===== src/rtl/instr_byte_assembler.sv =====
// Groups a fetched byte stream into 1-3 byte 6502 instructions for the decoder.
// Optional illegal-opcode trapping is enabled with `define ILLEGAL_OPCODE_TRAP_EN.
module instr_byte_assembler #(
  parameter int unsigned PC_W = 16
) (
  input  logic            clk,
  input  logic            reset,
  input  logic            flush,
  input  logic            in_valid,
  input  logic [7:0]      in_data,
  input  logic [PC_W-1:0] in_pc,
  output logic            in_ready,
  output logic            out_valid,
  input  logic            out_ready,
  output logic [7:0]      out_opcode,
  output logic [15:0]     out_operand,
  output logic [1:0]      out_len,
  output logic [PC_W-1:0] out_pc,
  output logic            out_illegal,
  output logic [15:0]     instr_count
);

  typedef enum logic [1:0] {S_OPC, S_LO, S_HI} state_t;

  state_t          state_q, state_d;
  logic [7:0]      op_q, lo_q;
  logic [1:0]      len_q;
  logic [PC_W-1:0] pc_q;
  logic            ill_q;

  logic            accept, handoff;
  logic            in_illegal;
  logic [1:0]      in_len;

  logic            load;
  logic [7:0]      ld_op;
  logic [15:0]     ld_operand;
  logic [1:0]      ld_len;
  logic [PC_W-1:0] ld_pc;
  logic            ld_ill;

`ifdef ILLEGAL_OPCODE_TRAP_EN
  assign in_illegal = (in_data[1:0] == 2'b11) ||
                      ((in_data[3:0] == 4'h2) && (in_data != 8'hA2));
`else
  assign in_illegal = 1'b0;
`endif

  // Illegal opcodes are issued as single bytes so the stream resynchronises.
  always_comb begin
    in_len = 2'd2;
    if (in_illegal ||
        (in_data[3:0] == 4'h8) || (in_data[3:0] == 4'hA) ||
        (in_data == 8'h00) || (in_data == 8'h40) || (in_data == 8'h60))
      in_len = 2'd1;
    else if ((in_data[3:0] >= 4'hC) ||
             (((in_data[3:0] == 4'h9) || (in_data[3:0] == 4'hB)) && in_data[4]) ||
             (in_data == 8'h20))
      in_len = 2'd3;
  end

  assign in_ready = !flush && (!out_valid || out_ready);
  assign accept   = in_valid && in_ready;
  assign handoff  = out_valid && out_ready && !flush;

  always_comb begin
    state_d    = state_q;
    load       = 1'b0;
    ld_op      = op_q;
    ld_operand = {8'h00, lo_q};
    ld_len     = len_q;
    ld_pc      = pc_q;
    ld_ill     = ill_q;
    unique case (state_q)
      S_OPC: if (accept) begin
        if (in_len == 2'd1) begin
          load       = 1'b1;
          ld_op      = in_data;
          ld_operand = '0;
          ld_len     = 2'd1;
          ld_pc      = in_pc;
          ld_ill     = in_illegal;
        end else begin
          state_d = S_LO;
        end
      end
      S_LO: if (accept) begin
        if (len_q == 2'd2) begin
          load       = 1'b1;
          ld_operand = {8'h00, in_data};
          state_d    = S_OPC;
        end else begin
          state_d = S_HI;
        end
      end
      S_HI: if (accept) begin
        load       = 1'b1;
        ld_operand = {in_data, lo_q};
        state_d    = S_OPC;
      end
      default: state_d = S_OPC;
    endcase
    if (flush) begin
      state_d = S_OPC;
      load    = 1'b0;
    end
  end

  always_ff @(posedge clk or negedge reset) begin
    if (!reset) begin
      state_q <= S_OPC;
      op_q    <= '0;
      lo_q    <= '0;
      len_q   <= '0;
      pc_q    <= '0;
      ill_q   <= 1'b0;
    end else begin
      state_q <= state_d;
      if (accept && state_q == S_OPC) begin
        op_q  <= in_data;
        pc_q  <= in_pc;
        len_q <= in_len;
        ill_q <= in_illegal;
        lo_q  <= '0;
      end
      if (accept && state_q == S_LO)
        lo_q <= in_data;
    end
  end

  always_ff @(posedge clk or negedge reset) begin
    if (!reset) begin
      out_valid   <= 1'b0;
      out_opcode  <= '0;
      out_operand <= '0;
      out_len     <= '0;
      out_pc      <= '0;
      out_illegal <= 1'b0;
      instr_count <= '0;
    end else begin
      if (flush)
        out_valid <= 1'b0;
      else if (load)
        out_valid <= 1'b1;
      else if (handoff)
        out_valid <= 1'b0;
      if (load) begin
        out_opcode  <= ld_op;
        out_operand <= ld_operand;
        out_len     <= ld_len;
        out_pc      <= ld_pc;
        out_illegal <= ld_ill;
      end
      if (handoff)
        instr_count <= instr_count + 16'd1;
    end
  end

endmodule

===== config.mk =====
export PLATFORM = sky130hd
export DESIGN_NAME = instr_byte_assembler
export DESIGN_NICKNAME = d
export VERILOG_FILES = /design/src/rtl/instr_byte_assembler.sv
export SDC_FILE = /design/constraint.sdc
export NUM_CORES = 1
export LEC_CHECK = 0
export ABC_AREA = 0
export ABC_CLOCK_PERIOD_IN_PS = 2000
export BUFFER_PORTS_ARGS = -buffer_cell sky130_fd_sc_hd__buf_4
export CORE_MARGIN = 2
export CORE_UTILIZATION = 40
export CTS_CLUSTER_DIAMETER = 150
export CTS_CLUSTER_SIZE = 40
export DETAILED_ROUTE_END_ITERATION = 10
export HOLD_SLACK_MARGIN = 0.12
export PLACE_DENSITY = 0.6
export SLEW_MARGIN = 20
export SYNTH_ARGS = -nofsm -noshare
export SYNTH_HDL_FRONTEND = slang
export SYNTH_SLANG_ARGS = --single-unit

===== constraint.sdc =====
create_clock -name clk -period 2 [get_ports clk]
set_input_delay 0.2 -clock clk [delete_from_list [all_inputs] [get_ports clk]]
set_output_delay 0.2 -clock clk [all_outputs]
set_load 0.02 [all_outputs]

======== Word level (Yosys, flattened, before mapping) ========
Cells that the tools add are included.
storage, ports and cells
  logic and storage cells ................. 86
  output and inout bits ................... 61
  register bits ........................... 95
  input bits .............................. 29
operators by class
  mux-type cells .......................... 36
  magnitude comparators ................... 1
  reduce and logical (&&, ||, !) cells .... 22
  equality and inequality tests ........... 15
  $add $sub $neg .......................... 1
operators by type and width
  kind                                                       count
  2-to-1 mux 8 bit                                           9
  2-to-1 mux 16 bit                                          4
  one-hot mux 16 bit (3 select lines)                        1
  2-to-1 mux 2 bit                                           10
  adder 16 x 1 -> 16 bit (second input constant)             1
  == test 4 bit (second input constant)                      4
  == test 8 x 7 -> 1 bit (second input constant)             2
  inequality test 3 bit (second input constant)              4
  2-to-1 mux 1 bit                                           10
  == test 8 x 6 -> 1 bit (second input constant)             1
  zero test 8 bit                                            1
  logical OR 1 bit                                           8
  logical AND 1 bit                                          7
  one-hot mux 2 bit (3 select lines)                         1
  == test 2 x 1 -> 1 bit (second input constant)             2
  == test 2 bit (second input constant)                      2
  greater-or-equal comparator 4 bit (second input constant)  1
  AND reduction 4 bit                                        1
  one-hot mux 1 bit (3 select lines)                         1
  nonzero test 3 bit                                         1
  zero test 1 bit                                            2
  zero test 2 bit                                            1
  nonzero test 2 bit                                         1

======== Longest topological paths before layout ========
  word-level depth ........................ 14
  depth in mapped cells ................... 7
  mapped depth without buffers ............ 5

======== Worst setup path after synthesis ========
OpenSTA, ideal clock, no wires.
  path kind ............................... register to register
  start point ............................. register state_q[1]
  end point ............................... register out_opcode[6]
  path slack .............................. -0.208 ns
  clock period less this slack ............ 2.208 ns
  path buffers ............................ 2
  arrival time ............................ 2.081 ns
  stages on the path, launching flop included .. 7
  setup time .............................. 0.127 ns
  data required time ...................... 1.873 ns
  cells stage by stage .................... dfrtp_1 -> or3b_2 -> a211oi_2 -> and2_1 -> buf_6 -> buf_6 -> mux2_1
on the way
  longest elaborated chain between the ends .. 3
  elaborated cells on any way between the ends .. 6
  those cells by class .................... eq/ne: 2; mux: 3; reduce/logical: 1
RTL lines
  what                                         RTL line  source
  start, declared                              25        state_t state_q, state_d;
  start signal, assigned                       118       state_q <= state_d;
  == test 2 bit, or another cell as far along  74        unique case (state_q)
  one-hot mux 1 bit (3 select lines)           74
  2-to-1 mux 1 bit                             103       if (flush) begin
  end signal, assigned                         148       out_opcode <= ld_op;
  end, declared                                15        output logic [7:0] out_opcode,
Parallel ways exist; a longest one is shown, timed or not.
A chain may end at the register's enable or synchronous reset.

======== Worst setup path in the final report ========
  start point ............................. input port flush
  end point ............................... register out_pc[0]
on the way
  longest elaborated chain between the ends .. 6
  elaborated cells on any way between the ends .. 10
  those cells by class .................... mux: 7; reduce/logical: 3
RTL lines
  what                                 RTL line    source
  start, declared                      8           input logic flush,
  zero test 1 bit                      62          assign in_ready = !flush && (!out_valid || out_ready);
  logical AND 1 bit                    62
  logical AND 1 bit                    63          assign accept = in_valid && in_ready;
  2-to-1 mux 1 bit (on tied branches)  96, 75, 87
  one-hot mux 1 bit (3 select lines)   74
  2-to-1 mux 1 bit                     103
  end signal, assigned                 151         out_pc <= ld_pc;
  end, declared                        18          output logic [PC_W-1:0] out_pc,
Parallel ways exist; a longest one is shown, timed or not.

==> run metrics <==
outcome=completed; Die W=roughly 110 µm; flops & latches, synth=95; Critical Path AT=2.17 ns; Post-Syn Area=approximately 4800 µm²; R2R setup slack=0.07 ns; Vias=4,120; initial drt markers=roughly 300; DP Wirelength=8.833 mm; CTS clk-pin slew, worst paths=roughly 0.07 ns; critical path capture point type=flop; Comb power frac=32.6%; # DRC=0; fin crit share=97.49%; synthesized instance count=~440; worst-margin pin slew=about 0.6 ns; Mapped Avg Cell Area=~11 µm²; Post-Synth XOR/XNOR Area=around 2.7%; Initial Utilization=between 40 and 50%; Worst R2R End=out_pc[0]; global route total overflow=0; Cell Int Power=~0.0046 W; origin of the worst min-delay path=in_pc[8]; pwr/cell area=1084 nW/µm²; top cells by area, synth=dfrtp_1, mux2_4, o31ai_1, nand4_1, o311ai_0; routed wire length=13.29 mm; Clock Latency Late Sink=roughly 0.34 ns; number of synthesized flops with an enable pin=0; clock power share=27.5%; Critical Path Start Type=input port; initial antenna violation count=0; top achievable clock speed=between 0.5 and 0.6 GHz; Crit Path Class=input port to flop; hold slack=between 0.1 and 0.15 ns; Inserted Clock Buffers=9; post-synthesis compound-gate area fraction=between 20% and 30%; leakage power=approximately 2.8 nW; ant diodes=0; Vias/cell=between 5 and 6; ratio of cells with drive above 1 in the final layout=35.05%; row count=39; Synth Area in Adders=less than 1%; R2R depth=5; # fillers=around 1,000; vias in the first global route=about 4,300; Slew HR=59.54%; RSZ-0062 raised after global routing=no; first-pass GRT wire length=21.89 mm; GPL Wtd Cong=a little over 0.8; Slew Limit Fails=0; die height=between 100 and 150 µm; CTS HTree Levels=3; largest family of logic cells by synthesized area=compound AO/OA/AOI/OAI gates; die area=about 13,000 µm²; Clock Path Buffers=2; post-synth cell types=between 40 and 50; final setup fails=0; Post-Syn Nets=between 400 and 500; Final Hold Violating Endpoints=0; Detail Route Antenna Nets=0; YS warnings=0; Final #Nets=~570; CP required=approximately 2.2 ns; Area Growth Syn to Fin=30.01%; Hold EP=pc_q[8]; area of the multi-input gates=roughly 2200 µm²; Setup Buffers After CTS=0; min Tclk post-route=a little under 2 ns; sw power=0.002150 W; PortBufs=88; Seq/Total Area, Yosys=49.66%; CTS tree=built; asr flop ratio synth=100.0%; hold depth=3; mux cell area share after synthesis=around 7.9%; VDD IR max=~730 µV; WL/cell=between 15 and 20 µm; max cap viols=0; Worst Hold Class=input port to flop; GR Util All Layers=a little over a fifth; core area=11,560 µm²; Top-Level Pins=90; sw frac=between 30% and 40%; main flop type after synthesis=dfrtp_1; Seq. cell area=about 2400 µm²; worst reg2reg path startpoint=len_q[0]; share of the synthesized area in the top cell type=approximately 50%; CTS Sinks=95; Pre-antenna DRT Iters=5; CP max FO=11; Yosys top cell by area=dfrtp_1; Flop pwr share=39.9%; post-synthesis simple-gate area fraction=between 10% and 20%; largest net degree at the start of global routing=39; clock root buffer=clkbuf_16; Final Power=0.006748 W; Setup Skew=between 0.006 and 0.007 ns
==> worst max path at each step <==
stage / start / end / slack (ns) / cells after the start
2_1_floorplan: in_data[1] / out_opcode[6] / -0.11 / 7
3_3_place_gp: in_data[1] / out_pc[11] / -0.04 / 7
3_5_place_dp: in_data[1] / out_pc[6] / -0.08 / 7
4_1_cts: flush / out_opcode[3] / 0.02 / 7
5_1_grt: flush / out_pc[0] / 0.009 / 7
6_report: flush / out_pc[0] / 0.05 / 7
==> metal layers <==
layer	GRT usage, %	wire length [µm]	up-vias
met3	4.995	716	22
met2	34.41	6418	133
met5	0	0	-
li1	-	-	1888
met4	7.480	197	0
met1	28.92	5954	2077
==> final cells by class <==
class	count	area share, %
Clock inverter	5	1.307
Sequential cell	95	38.20
Timing Repair Buffer	135	17.79
Tap cell	143	2.875
Clock buffer	10	3.840
Multi-Input combinational cell	297	35.81
Inverter	3	0.1809
==> state kept, by name, indices dropped and copies added (netlist names) <==
signal       cells
out_valid        1
lo_q             8
out_operand     16
instr_count     16
out_pc          16
op_q             8
pc_q            16
out_len          2
len_q            2
out_opcode       8
state_q          2
==> cells by family (layout without fill, tap and decap cells) <==
family,after synthesis,after routing
compound gates,135,135
xor+xnor,15,15
fa+ha+maj,1,1
buf+inv,52,153
flops,95,95
mux,27,27
other cells,1,1
simple gates,118,118
==> synth_stat cells (all sizes together), types with 9 or more instances <==
cell type  count
o31ai         31
nand2         47
nand4         33
mux2          26
a21o           9
o211ai        22
a22o          11
xnor2         10
o311ai        23
clkbuf        41
dfrtp         95
o21ai         16
==> cell usage in the layout (no fill, tap or decap), types with 2 or more instances in the layout <==
| master | netlist | final |
|---|---|---|
| buf_4 | 1 | 122 |
| dfrtp_1 | 95 | 95 |
| nand2_1 | 47 | 47 |
| nand4_1 | 33 | 33 |
| o31ai_1 | 31 | 22 |
| o311ai_0 | 22 | 22 |
| o211ai_1 | 22 | 22 |
| mux2_4 | 20 | 20 |
| o21ai_0 | 16 | 16 |
| a22o_1 | 11 | 11 |
| xnor2_1 | 10 | 10 |
| o31ai_2 | 0 | 9 |
| a21o_1 | 9 | 9 |
| clkbuf_16 | 0 | 9 |
| a21oi_1 | 8 | 8 |
| a31oi_1 | 8 | 8 |
| nor2_1 | 8 | 7 |
| dlygate4sd3_1 | 0 | 6 |
| buf_12 | 2 | 6 |
| mux2_2 | 5 | 5 |
| nand3_1 | 6 | 5 |
| xor2_1 | 5 | 5 |
| inv_1 | 3 | 3 |
| and3_1 | 3 | 3 |
| nor2b_2 | 0 | 2 |
| nand2b_2 | 0 | 2 |
| nor2b_1 | 4 | 2 |
| a2bb2oi_1 | 2 | 2 |
| and4_1 | 2 | 2 |
| bufinv_16 | 0 | 2 |
==> timing repair <==
item / CTS / global route
hold endpoints to repair: 43 / 0
endpoints found under the setup margin: 0 / 43
resized for setup: 0 / 13
hold buffers: 6 / 0
==> stage by stage <==
| stage | util [%] | instance area [µm²] | instances | TNS [ns] | setup slack [ns] |
|---|---|---|---|---|---|
| final | 53.81 | 6223 | 688 | 0 | 0.05016 |
| after global routing | 53.81 | 6223 | 688 | 0 | 0.008596 |
| after CTS | 53.31 | 6165 | 688 | 0 | 0.01769 |
| after detailed placement | 50.02 | 5784 | 667 | -1.172 | -0.08195 |
| after global placement | 50.02 | 5784 | 667 | -0.3193 | -0.04031 |
| after floorplan | - | 4797 | 444 | -2.147 | -0.1060 |
==> worst max-delay path, cell delays in order <==
cell	delay (ns)
dlygate4sd3_1	0.54
buf_4	0.17
nand2b_2	0.25
a211oi_4	0.25
and2_2	0.25
buf_12	0.17
mux2_2	0.34
==> power by group through the flow <==
stage               Combinational (W)  Sequential (W)  Clock (W)
floorplan                    0.000866         0.00308          0
global placement              0.00215         0.00270          0
detailed placement            0.00219         0.00271          0
CTS                           0.00220         0.00269    0.00191
global route                  0.00235         0.00275    0.00198
finish                        0.00220         0.00269    0.00186
(Power assumes the default switching activity.)
